`src/rtl/multi_chan_accum_pkg.sv`:
```
// Shared definitions for the multi-channel block accumulator.
package mca_pkg;

    // Arithmetic mode selectors for the SATURATE parameter.
    localparam int MCA_WRAP = 0;
    localparam int MCA_SAT  = 1;

    // Lane state: IDLE holds an empty block, ACCUM holds a partial block.
    typedef enum logic {
        MCA_IDLE  = 1'b0,
        MCA_ACCUM = 1'b1
    } mca_state_e;

    // Ceiling log2; clog2(1) = 0.
    function automatic int clog2(input int value);
        int result;
        int rem;
        result = 0;
        rem    = value - 1;
        while (rem > 0) begin
            result = result + 1;
            rem    = rem >> 1;
        end
        return result;
    endfunction

endpackage

```
`src/rtl/multi_chan_accum_if.sv`:
```
// Packed sample/result bus of the multi-channel accumulator.
//
// Strobe semantics: there is no ready signal. A lane consumes din whenever
// its din_valid bit is high at a rising clk, and presents a result for exactly
// one cycle with its dout_valid bit high; the consumer must take it that cycle.
// dout, dout_count and ovf hold their last values while dout_valid is low.
interface multi_chan_accum_if #(
    parameter int NUM_CH    = 4,
    parameter int WIDTH     = 8,
    parameter int OUT_WIDTH = 10,
    parameter int ACC_LEN   = 4
);
    import mca_pkg::*;

    localparam int CNT_W = clog2(ACC_LEN + 1);

    logic [NUM_CH-1:0]           din_valid;
    logic [NUM_CH*WIDTH-1:0]     din;
    logic [NUM_CH-1:0]           flush;
    logic [NUM_CH-1:0]           dout_valid;
    logic [NUM_CH*OUT_WIDTH-1:0] dout;
    logic [NUM_CH*CNT_W-1:0]     dout_count;
    logic [NUM_CH-1:0]           ovf;
    // Debug view of each lane FSM: 1 while the lane holds a partial block.
    logic [NUM_CH-1:0]           lane_accum;

    modport master (
        output din_valid, din, flush,
        input  dout_valid, dout, dout_count, ovf, lane_accum
    );

    modport slave (
        input  din_valid, din, flush,
        output dout_valid, dout, dout_count, ovf, lane_accum
    );

endinterface

```
`src/rtl/multi_chan_accum_lane.sv`:
```
// One accumulator lane: sums ACC_LEN samples (or fewer on flush), then emits
// the block sum, sample count and overflow flag for one cycle.
module accum_lane
    import mca_pkg::*;
#(
    parameter int WIDTH     = 8,
    parameter int OUT_WIDTH = 10,
    parameter int ACC_LEN   = 4,
    parameter int SATURATE  = MCA_WRAP,
    localparam int CNT_W    = clog2(ACC_LEN + 1)
) (
    input  logic                 clk,
    input  logic                 rst_n,
    input  logic                 din_valid,
    input  logic [WIDTH-1:0]     din,
    input  logic                 flush,
    output logic                 dout_valid,
    output logic [OUT_WIDTH-1:0] dout,
    output logic [CNT_W-1:0]     dout_count,
    output logic                 ovf,
    output mca_state_e           state
);

    localparam logic [CNT_W-1:0]     LAST_CNT = CNT_W'(ACC_LEN - 1);
    localparam logic [OUT_WIDTH-1:0] MAX_SUM  = '1;

    mca_state_e           state_q, state_d;
    logic [OUT_WIDTH-1:0] acc_q, acc_d;
    logic [CNT_W-1:0]     cnt_q, cnt_d;
    logic                 sticky_q, sticky_d;
    logic [OUT_WIDTH-1:0] dout_q, dout_d;
    logic [CNT_W-1:0]     count_q, count_d;
    logic                 valid_q, valid_d;
    logic                 ovf_q, ovf_d;

    logic [OUT_WIDTH:0]   sum_ext;
    logic                 ovf_evt;
    logic [OUT_WIDTH-1:0] sum;
    logic                 emit;

    // Datapath: one extra bit catches the carry; saturation pins at all-ones,
    // so a clamped accumulator stays clamped for any later non-zero sample.
    always_comb begin
        sum_ext = {1'b0, acc_q} + (OUT_WIDTH+1)'(din);
        ovf_evt = sum_ext[OUT_WIDTH];
        sum     = sum_ext[OUT_WIDTH-1:0];
        if (SATURATE == MCA_SAT && ovf_evt) begin
            sum = MAX_SUM;
        end
        emit = (din_valid && cnt_q == LAST_CNT) ||
               (flush && (cnt_q != '0 || din_valid));
    end

    // Next-state and result logic; a flush in IDLE without a sample falls
    // through to the defaults and leaves the lane untouched.
    always_comb begin
        state_d  = state_q;
        acc_d    = acc_q;
        cnt_d    = cnt_q;
        sticky_d = sticky_q;
        dout_d   = dout_q;
        count_d  = count_q;
        ovf_d    = ovf_q;
        valid_d  = 1'b0;
        if (emit) begin
            dout_d   = din_valid ? sum : acc_q;
            count_d  = cnt_q + CNT_W'(din_valid);
            ovf_d    = sticky_q | (din_valid & ovf_evt);
            valid_d  = 1'b1;
            acc_d    = '0;
            cnt_d    = '0;
            sticky_d = 1'b0;
            state_d  = MCA_IDLE;
        end else if (din_valid) begin
            acc_d    = sum;
            cnt_d    = cnt_q + CNT_W'(1);
            sticky_d = sticky_q | ovf_evt;
            state_d  = MCA_ACCUM;
        end
    end

    // State and output registers with synchronous active-low reset.
    always_ff @(posedge clk) begin
        if (!rst_n) begin
            state_q  <= MCA_IDLE;
            acc_q    <= '0;
            cnt_q    <= '0;
            sticky_q <= 1'b0;
            dout_q   <= '0;
            count_q  <= '0;
            valid_q  <= 1'b0;
            ovf_q    <= 1'b0;
        end else begin
            state_q  <= state_d;
            acc_q    <= acc_d;
            cnt_q    <= cnt_d;
            sticky_q <= sticky_d;
            dout_q   <= dout_d;
            count_q  <= count_d;
            valid_q  <= valid_d;
            ovf_q    <= ovf_d;
        end
    end

    assign dout_valid = valid_q;
    assign dout       = dout_q;
    assign dout_count = count_q;
    assign ovf        = ovf_q;
    assign state      = state_q;

endmodule

```
`src/rtl/multi_chan_accum.sv`:
```
// NUM_CH independent block accumulators sharing one clock and reset.
module multi_chan_accum
    import mca_pkg::*;
#(
    parameter int NUM_CH    = 4,
    parameter int WIDTH     = 8,
    parameter int OUT_WIDTH = 10,
    parameter int ACC_LEN   = 4,
    parameter int SATURATE  = MCA_WRAP,
    localparam int CNT_W    = clog2(ACC_LEN + 1)
) (
    input  logic              clk,
    input  logic              rst_n,
    multi_chan_accum_if.slave bus
);

    // Reject parameter sets the lane arithmetic cannot represent.
    if (OUT_WIDTH < WIDTH) begin : g_bad_width
        $error("multi_chan_accum: OUT_WIDTH must be >= WIDTH");
    end
    if (ACC_LEN < 1) begin : g_bad_len
        $error("multi_chan_accum: ACC_LEN must be >= 1");
    end

    // One lane per channel, each on its own slice of the packed buses.
    for (genvar i = 0; i < NUM_CH; i++) begin : g_lane
        logic                 lane_valid;
        logic [OUT_WIDTH-1:0] lane_dout;
        logic [CNT_W-1:0]     lane_count;
        logic                 lane_ovf;
        mca_state_e           lane_state;

        accum_lane #(
            .WIDTH     (WIDTH),
            .OUT_WIDTH (OUT_WIDTH),
            .ACC_LEN   (ACC_LEN),
            .SATURATE  (SATURATE)
        ) u_lane (
            .clk        (clk),
            .rst_n      (rst_n),
            .din_valid  (bus.din_valid[i]),
            .din        (bus.din[i*WIDTH +: WIDTH]),
            .flush      (bus.flush[i]),
            .dout_valid (lane_valid),
            .dout       (lane_dout),
            .dout_count (lane_count),
            .ovf        (lane_ovf),
            .state      (lane_state)
        );

        assign bus.dout_valid[i]                     = lane_valid;
        assign bus.dout[i*OUT_WIDTH +: OUT_WIDTH]    = lane_dout;
        assign bus.dout_count[i*CNT_W +: CNT_W]      = lane_count;
        assign bus.ovf[i]                            = lane_ovf;
        assign bus.lane_accum[i]                     = (lane_state == MCA_ACCUM);
    end

endmodule

```
`src/flat_wrapper.sv`:
```
// flat-port wrapper written by rule: the top's interface ports become plain ports
module multi_chan_accum_flat import mca_pkg::*;
#(
    parameter int NUM_CH    = 4,
    parameter int WIDTH     = 8,
    parameter int OUT_WIDTH = 10,
    parameter int ACC_LEN   = 4,
    parameter int SATURATE  = MCA_WRAP,
    localparam int CNT_W    = clog2(ACC_LEN + 1)
)
  (clk, rst_n, bus_din_valid, bus_din, bus_flush, bus_dout_valid, bus_dout, bus_dout_count, bus_ovf, bus_lane_accum);
  multi_chan_accum_if #(.NUM_CH(NUM_CH), .WIDTH(WIDTH), .OUT_WIDTH(OUT_WIDTH), .ACC_LEN(ACC_LEN)) bus_i ();
  input  logic clk;
  input  logic rst_n;
  input wire logic [$bits(bus_i.din_valid)-1:0] bus_din_valid;
  input wire logic [$bits(bus_i.din)-1:0] bus_din;
  input wire logic [$bits(bus_i.flush)-1:0] bus_flush;
  output wire logic [$bits(bus_i.dout_valid)-1:0] bus_dout_valid;
  output wire logic [$bits(bus_i.dout)-1:0] bus_dout;
  output wire logic [$bits(bus_i.dout_count)-1:0] bus_dout_count;
  output wire logic [$bits(bus_i.ovf)-1:0] bus_ovf;
  output wire logic [$bits(bus_i.lane_accum)-1:0] bus_lane_accum;
  assign bus_i.din_valid = bus_din_valid;
  assign bus_i.din = bus_din;
  assign bus_i.flush = bus_flush;
  assign bus_dout_valid = bus_i.dout_valid;
  assign bus_dout = bus_i.dout;
  assign bus_dout_count = bus_i.dout_count;
  assign bus_ovf = bus_i.ovf;
  assign bus_lane_accum = bus_i.lane_accum;
  multi_chan_accum #(.NUM_CH(NUM_CH), .WIDTH(WIDTH), .OUT_WIDTH(OUT_WIDTH), .ACC_LEN(ACC_LEN), .SATURATE(SATURATE)) u_core (.clk(clk), .rst_n(rst_n), .bus(bus_i));
endmodule
```
`config.mk`:
```
export PLATFORM = sky130hd
export DESIGN_NAME = multi_chan_accum_flat
export DESIGN_NICKNAME = d
export VERILOG_FILES = /design/src/rtl/multi_chan_accum_pkg.sv /design/src/rtl/multi_chan_accum_if.sv /design/src/rtl/multi_chan_accum_lane.sv /design/src/rtl/multi_chan_accum.sv /design/src/flat_wrapper.sv
export SDC_FILE = /design/constraint.sdc
export NUM_CORES = 1
export LEC_CHECK = 0
export BUFFER_PORTS_ARGS = -buffer_cell sky130_fd_sc_hd__buf_2
export CORE_UTILIZATION = 51
export CTS_CLUSTER_DIAMETER = 80
export DETAILED_ROUTE_END_ITERATION = 16
export PLACE_DENSITY = 0.76
export SYNTH_ARGS = -nofsm -noshare
export SYNTH_HDL_FRONTEND = slang
export SYNTH_SLANG_ARGS = --single-unit
```
`constraint.sdc`:
```
create_clock -name clk -period 2.15 [get_ports clk]
set_input_delay 0.215 -clock clk [delete_from_list [all_inputs] [get_ports clk]]
set_output_delay 0.215 -clock clk [all_outputs]
set_load 0.005 [all_outputs]
```
==> results of run 1 <==
## critical path, cell delays in order (launching register included)
cell and delay, ps:
dfxtp_1 310, ha_1 210, fa_1 420, a211oi_2 230
nor2_1 110, nor4_1 470, a2111oi_4 120, a21oi_1 170
## final timing paths
kind                                         start                               endpoint  slack, ps  cells after the start
max               u_core.g_lane[0].u_lane.acc_q[0]        u_core.g_lane[0].u_lane.dout[6]         40                      7
min                                   bus_flush[3]        u_core.g_lane[3].u_lane.dout[6]        110                      3
min reg2reg  u_core.g_lane[2].u_lane.dout_count[1]  u_core.g_lane[2].u_lane.dout_count[1]        460                      2
max reg2reg       u_core.g_lane[0].u_lane.acc_q[0]        u_core.g_lane[0].u_lane.dout[6]         40                      7
## cell families after synthesis
group | share of synthesized area [%]
compound gates | 21.5
simple gates | 15.9
flops | 38.5
buf+inv | 4.99
fa+ha+maj | 11.7
xor+xnor | 3.51
mux | 3.87
## where the power goes
| part | switching (uW) | total (uW) | internal (uW) |
|---|---|---|---|
| logic | 650 | 1170 | 520 |
| registers | 105 | 2500 | 2400 |
| clock network | 1020 | 3420 | 2400 |
## repair_timing
action	4_1_cts	5_1_grt
gates cloned	0	0
setup buffers	0	1
hold endpoints to repair	0	0
resized for setup	3	11
pin swaps	1	2
endpoints found under the setup margin	7	16
## cell usage in the layout, fill, tap and decap left out, types with 10 or more instances in the layout
cell / instances
nand2_1: 52
ha_1: 51
nor2_1: 67
o211a_1: 12
mux2i_1: 23
a211oi_1: 13
inv_1: 17
xnor2_1: 15
clkbuf_16: 17
o21ai_0: 57
dfxtp_1: 119
o21a_1: 15
buf_4: 24
buf_2: 105
a21oi_1: 51
xor2_1: 10
## flip-flops by register name, summed over array words and instances (netlist names)
signal                           flops
u_core.g_lane.u_lane.sticky_q        4
u_core.g_lane.u_lane.ovf             4
u_core.g_lane.u_lane.cnt_q          12
u_core.g_lane.u_lane.dout           40
u_core.g_lane.u_lane.state           4
u_core.g_lane.u_lane.acc_q          40
u_core.g_lane.u_lane.dout_valid      4
u_core.g_lane.u_lane.dout_count     12
## stage by stage
stage	total power [uW]	hold slack, ps
6_report	7090	112
5_1_grt	7380	123
3_5_place_dp	3670	448
4_1_cts	7100	94.7
3_3_place_gp	3620	438
2_1_floorplan	3330	399
## routing by layer
metal	GRT usage, %	up-vias
met4	9.78	0
li1	-	2717
met5	0	-
met2	39.7	103
met3	5.67	18
met1	28.0	2510
## final cells by class
class	instances	area (sq um)	share of cell area [%]
multi-input cells	512	3610	47.0
flip-flops and latches	120	2400	31.3
repair buffers	129	706	9.20
clock buffers	18	429	5.60
clock inverters	14	277	3.61
well taps	147	184	2.40
inverters	17	63.8	0.832
==> impl_summary.txt, run 1 <==
----------------------------------------------------
[Status]
  Outcome ... finished, final reports clean

[Route]
  Met2 routed WL ... 7.12 mm
  Met3 wire length ... 575 microns
  Detailed-route wire length on metal 1 ... 6.51 mm
  Wirelength, routed ... 14.4 mm
  Pre-antenna DRT Iters ... 4
  Routed vias ... 5,348
  Wirelength per Cell ... 15.1 microns
  Highest metal layer with signal wires ... met4
  Number of routed nets with antenna violations ... 0
  Starting DRT DRC Count ... 210
  Number of vias per cell after detailed routing ... 5.59
  Remaining routing DRC violations ... 0

[Clock network]
  Clock insertion delay at the later pin of the skew report ... 410 ps
  TritonCTS clock tree ... built
  Hold-fix buffers, CTS ... 0
  Number of clock sinks ... 120
  Clock root buffer master ... clkbuf_16
  Num CTS Buffers ... 17
  # H-tree levels ... 4
  Maximum clock insertion buffer count ... 2
  Register clock-pin slew on the reported worst setup and hold paths ... 60 ps

[Yosys]
  Area contributors post-synth ... dfxtp_1 39%, ha_1 10%, o21ai_0 4.6%
  Number of enable flip-flop cells after synthesis ... 0
  Share of flip-flops with an asynchronous set or reset after synthesis ... 0%
  Netlist area before placement ... 6240 sq um
  Commonest register cell after synthesis ... dfxtp_1
  Mean instance size in the synthesized netlist ... 8.98 sq um
  Number of nets produced by synthesis ... 793
  Most common cell in the netlist ... dfxtp_1
  Count of mapped cells out of synthesis ... 695
  Number of storage elements in the synthesis netlist ... 120
  Cell type contributing the most total cell area after synthesis ... dfxtp_1
  Top cells by instance count after synthesis ... 120 x dfxtp_1, 68 x nor2_1, 57 x o21ai_0
  Number of distinct library cells after synthesis ... 58
  Yosys warning total ... 0
  Register area share after synthesis ... 38.5%
  Area share of the largest cell type after synthesis ... 38.5%

[Die]
  Die H ... 113 microns
  Horizontal die dimension ... 113 microns
  Initial core utilization ... 52.2%
  Die Footprint ... 12,700 sq um
  Number of primary I/O pins ... 106
  Area of the core ... 12,000 sq um
  Number of rows in the core area ... 40

[Power]
  Ratio of total power to cell area ... 925 nW/um^2
  Worst-case vdd ir drop ... 0.571 mV
  Leakage component of the power ... 0.00355 uW

[Timing]
  Final hold vios ... 0
  Clock period minus final worst setup slack ... 2110 ps
  Max-Slew Margin vs Limit ... 57.1%
  Post-route setup TNS ... 0 ps
  Setup skew after layout ... 6.34 ps
  Final worst setup slack ... 44.7 ps
  Final count of pins violating max slew ... 0
  Post-route fraction of the period consumed by the critical path ... 97.9%
  Max Clk Rate ... 0.475 GHz
  Worst Max-Slew Pin Slew ... 636 ps
  Final Setup Violations ... 0

[Placed design]
  Worst slack after detailed placement ... -88.2 ps
  Placed Cells incl. Taps ... 924
  Number of buffers added on ports ... 105
  GPL Wtd Cong ... 0.906
  Final HPWL from detailed placement ... 10.3 mm
  Cell area after placement ... 6870 sq um

[Setup path]
  Maximum fanout count along the critical path ... 3
  Kind of start point of the critical path ... flip-flop
  CP arrival ... 2450 ps
  Type of the setup path with the least slack ... flip-flop to flip-flop
  Crit path required time ... 2490 ps
  Type of element capturing the critical path ... flip-flop

[Global routing]
  Number of antenna violations at the first check in global routing ... 0
  Global route overflow ... 0
  First-pass GRT wire length ... 23.9 mm
  All-layer global routing usage ... 23.3%
  Vias in the first global route ... 5,266
  Largest net degree at the start of global routing ... 38

[Cells and area]
  Post-route core utilization ... 64.1%
  Number of standard cells in the layout, taps in and fillers out ... 957
  Cell area after layout ... 7670 sq um
  Number of nets at the end of the flow ... 895
  Layout cell share with drive strength beyond 1 ... 22.1%
  Area Overhead vs Synth ... 22.9%
  Fill cell total of the finished layout ... 986
  Ant. Diodes ... 0

[Flow run]
  Max-cap viol count ... 0

[Worst hold path]
  Class of the tightest hold or removal check ... input port to flip-flop

----------------------------------------------------
Note: power is estimated with default switching activity, not from simulation.
==> run 2: changes to the inputs <==
--- a/config.mk
+++ b/config.mk
@@ -6,6 +6,7 @@
 export NUM_CORES = 1
 export LEC_CHECK = 0
 export BUFFER_PORTS_ARGS = -buffer_cell sky130_fd_sc_hd__buf_2
+export CORE_MARGIN = 3
 export CORE_UTILIZATION = 51
 export CTS_CLUSTER_DIAMETER = 80
 export DETAILED_ROUTE_END_ITERATION = 16
==> run 2 against run 1 <==
  * Highest routed layer unchanged
  * Sequential share of layout area rose by 0.62 points
  * Critical path type unchanged
  * Largest power group unchanged
  * Clock skew fell by 0.63 ps
  * Hold slack got worse by 10 ps
==> impl_summary.txt, run 2 (synthesis gave the netlist of run 1 again) <==
----------------------------------------------------
[Die]
  Number of primary I/O pins ... 106 (unchanged)
  Area of the core ... 11,700 sq um (-2.5%)
  Number of rows in the core area ... 39 (-2.5%)
  Horizontal die dimension ... 117 microns (+3.6%)
  Die H ... 117 microns (+3.6%)
  Initial core utilization ... 53.5% (+1.3 points)
  Die Footprint ... 13,600 sq um (+7.2%)

[Clock network]
  # H-tree levels ... 4 (unchanged)
  Num CTS Buffers ... 17 (unchanged)
  Register clock-pin slew on the reported worst setup and hold paths ... 50 ps (about the same)
  Post-CTS setup buffers ... 0 (unchanged)
  Clock insertion delay at the later pin of the skew report ... 410 ps (about the same)
  Clock root buffer master ... clkbuf_16
  Maximum clock insertion buffer count ... 2 (unchanged)
  Hold-fix buffers, CTS ... 0 (unchanged)
  TritonCTS clock tree ... built
  Number of clock sinks ... 120 (unchanged)

[Route]
  Routed vias ... 5,421 (+1.4%)
  Remaining routing DRC violations ... 0 (unchanged)
  Pre-antenna DRT Iters ... 4 (unchanged)
  Starting DRT DRC Count ... 338 (+61%)
  Number of vias per cell after detailed routing ... 5.72 (+2.3%)
  Wirelength, routed ... 14.4 mm (-0.42%)
  Wirelength per Cell ... 15.1 microns (+0.53%)
  Number of routed nets with antenna violations ... 0 (unchanged)

[Setup path]
  Crit path required time ... 2440 ps (-50 ps)
  Critical R2R Capture ... u_core.g_lane[0].u_lane.dout[6]
  Type of the setup path with the least slack ... flip-flop to flip-flop
  Reg2reg start ... u_core.g_lane[0].u_lane.acc_q[0]
  Reg2Reg Depth ... 7 (unchanged)
  Type of element capturing the critical path ... flip-flop
  CP arrival ... 2340 ps (-110 ps)
  Register-to-register path setup slack ... 100 ps (+50 ps)
  Origin of the worst setup path ... u_core.g_lane[0].u_lane.acc_q[0]
  Kind of start point of the critical path ... flip-flop
  Maximum fanout count along the critical path ... 3 (unchanged)
  Worst setup path end ... u_core.g_lane[0].u_lane.dout[6]

[Global routing]
  Largest net degree at the start of global routing ... 26 (-32%)
  Global route overflow ... 0 (unchanged)
  Number of antenna violations at the first check in global routing ... 0 (unchanged)
  All-layer global routing usage ... 21.8% (-1.5 points)
  Vias in the first global route ... 5,216 (-0.95%)
  First-pass GRT wire length ... 23.7 mm (-0.69%)

[Timing]
  Max-Slew Margin vs Limit ... 50.0% (-7.0 points)
  Post-route fraction of the period consumed by the critical path ... 95.4% (-2.5 points)
  Final Setup Violations ... 0 (unchanged)
  Clock period minus final worst setup slack ... 2050 ps (-54.7 ps)
  Final worst setup slack ... 99.3 ps (+54.7 ps)
  Final hold vios ... 0 (unchanged)
  Setup skew after layout ... 5.71 ps (-0.633 ps)
  Max Clk Rate ... 0.488 GHz (+2.7%)
  Final count of pins violating max slew ... 0 (unchanged)
  Worst Max-Slew Pin Slew ... 744 ps (+108 ps)
  RSZ-0062 raised after global routing ... false

[Cells and area]
  Layout cell share with drive strength beyond 1 ... 21.9% (-0.24 points)
  Ant. Diodes ... 0 (unchanged)
  Number of nets at the end of the flow ... 895 (unchanged)
  Most frequent cells in the layout ... 119 x dfxtp_1, 105 x buf_2, 68 x nor2_1
  Area Overhead vs Synth ... 20.5%
  Most common library cell in the layout ignoring fill and taps ... dfxtp_1
  Post-route core utilization ... 64.5% (+0.37 points)

[Power]
  Leakage component of the power ... 0.00349 uW (-1.9%)
  Ratio of total power to cell area ... 837 nW/um^2 (-9.4%)
  Worst-case vdd ir drop ... 0.498 mV (-13%)

[Worst hold path]
  Worst Hold Launch ... bus_flush[3]
  Class of the tightest hold or removal check ... input port to flip-flop

[Placed design]
  Worst slack after detailed placement ... -75.1 ps (+13.1 ps)
  Number of buffers added on ports ... 105 (unchanged)
  GPL Wtd Cong ... 0.891 (-1.6%)
  Final HPWL from detailed placement ... 10.3 mm (+0.19%)

[Status]
  Outcome ... finished, final reports clean

[Flow run]
  Max-cap viol count ... 0 (unchanged)

----------------------------------------------------
run 2: cell types whose count changed in the layout (fill, tap and decap cells not counted), sizes merged:
| cell | before | now |
|---|---|---|
| clkbuf | 18 | 23 |
| clkinv | 5 | 3 |
| clkinvlp | 1 | 0 |
| bufinv | 8 | 1 |
run 2: worst min-delay path by stage:
stage / to / slack, ps / cells after the start
floorplan: u_core.g_lane[3].u_lane.dout[6] / 400 / 2
global placement: u_core.g_lane[0].u_lane.sticky_q / 440 / 2
detailed placement: u_core.g_lane[0].u_lane.sticky_q / 450 / 2
CTS: u_core.g_lane[3].u_lane.dout[6] / 80 / 3
global route: u_core.g_lane[3].u_lane.dout[6] / 100 / 3
finish: u_core.g_lane[3].u_lane.dout[6] / 100 / 3
run 2: layer usage:
layer | GRT usage [%] | vias up | routed length, microns
met5 | 0 | - | 0
met4 | 9.10 | 0 | 294
met3 | 6.99 | 31 | 804
met2 | 35.9 | 135 | 7050
met1 | 26.3 | 2551 | 6210
li1 | - | 2704 | -
run 2: what timing repair did:
item	4_1_cts	5_1_grt
pin swaps	1	4
gates resized for setup	1	16
setup endpoints to repair	3	14
run 2: final cells by class:
class                           count  area, sq um
Timing Repair Buffer              129          706
Clock inverter                      4         45.0
Clock buffer                       23          498
Tap cell                          143          179
Fill cell                         945         4140
Multi-Input combinational cell    512         3620
Inverter                           17         63.8
Sequential cell                   120         2400
run 2: per-stage QoR:
stage,power [uW],hold slack (ps),setup TNS [ps],instance area (sq um),std cells
6_report,6300,102,0,7520,948
3_3_place_gp,3620,440,-112,6880,921
5_1_grt,6640,101,0,7520,948
2_1_floorplan,3330,399,0,6240,695
4_1_cts,6320,83.6,0,7430,948
3_5_place_dp,3670,449,-150,6880,921
run 2: power by group:
part / switching [uW] / internal, uW
Clock: 919 / 1700
Sequential: 105 / 2400
Combinational: 651 / 522
Total: 1670 / 4620
run 2: worst max-delay path: stages, from the launching register on:
cell	delay [ps]
dfxtp_1	310
ha_1	220
fa_1	430
a211oi_2	240
nor2_1	100
and4b_1	220
a2111oi_4	310
a21oi_1	110
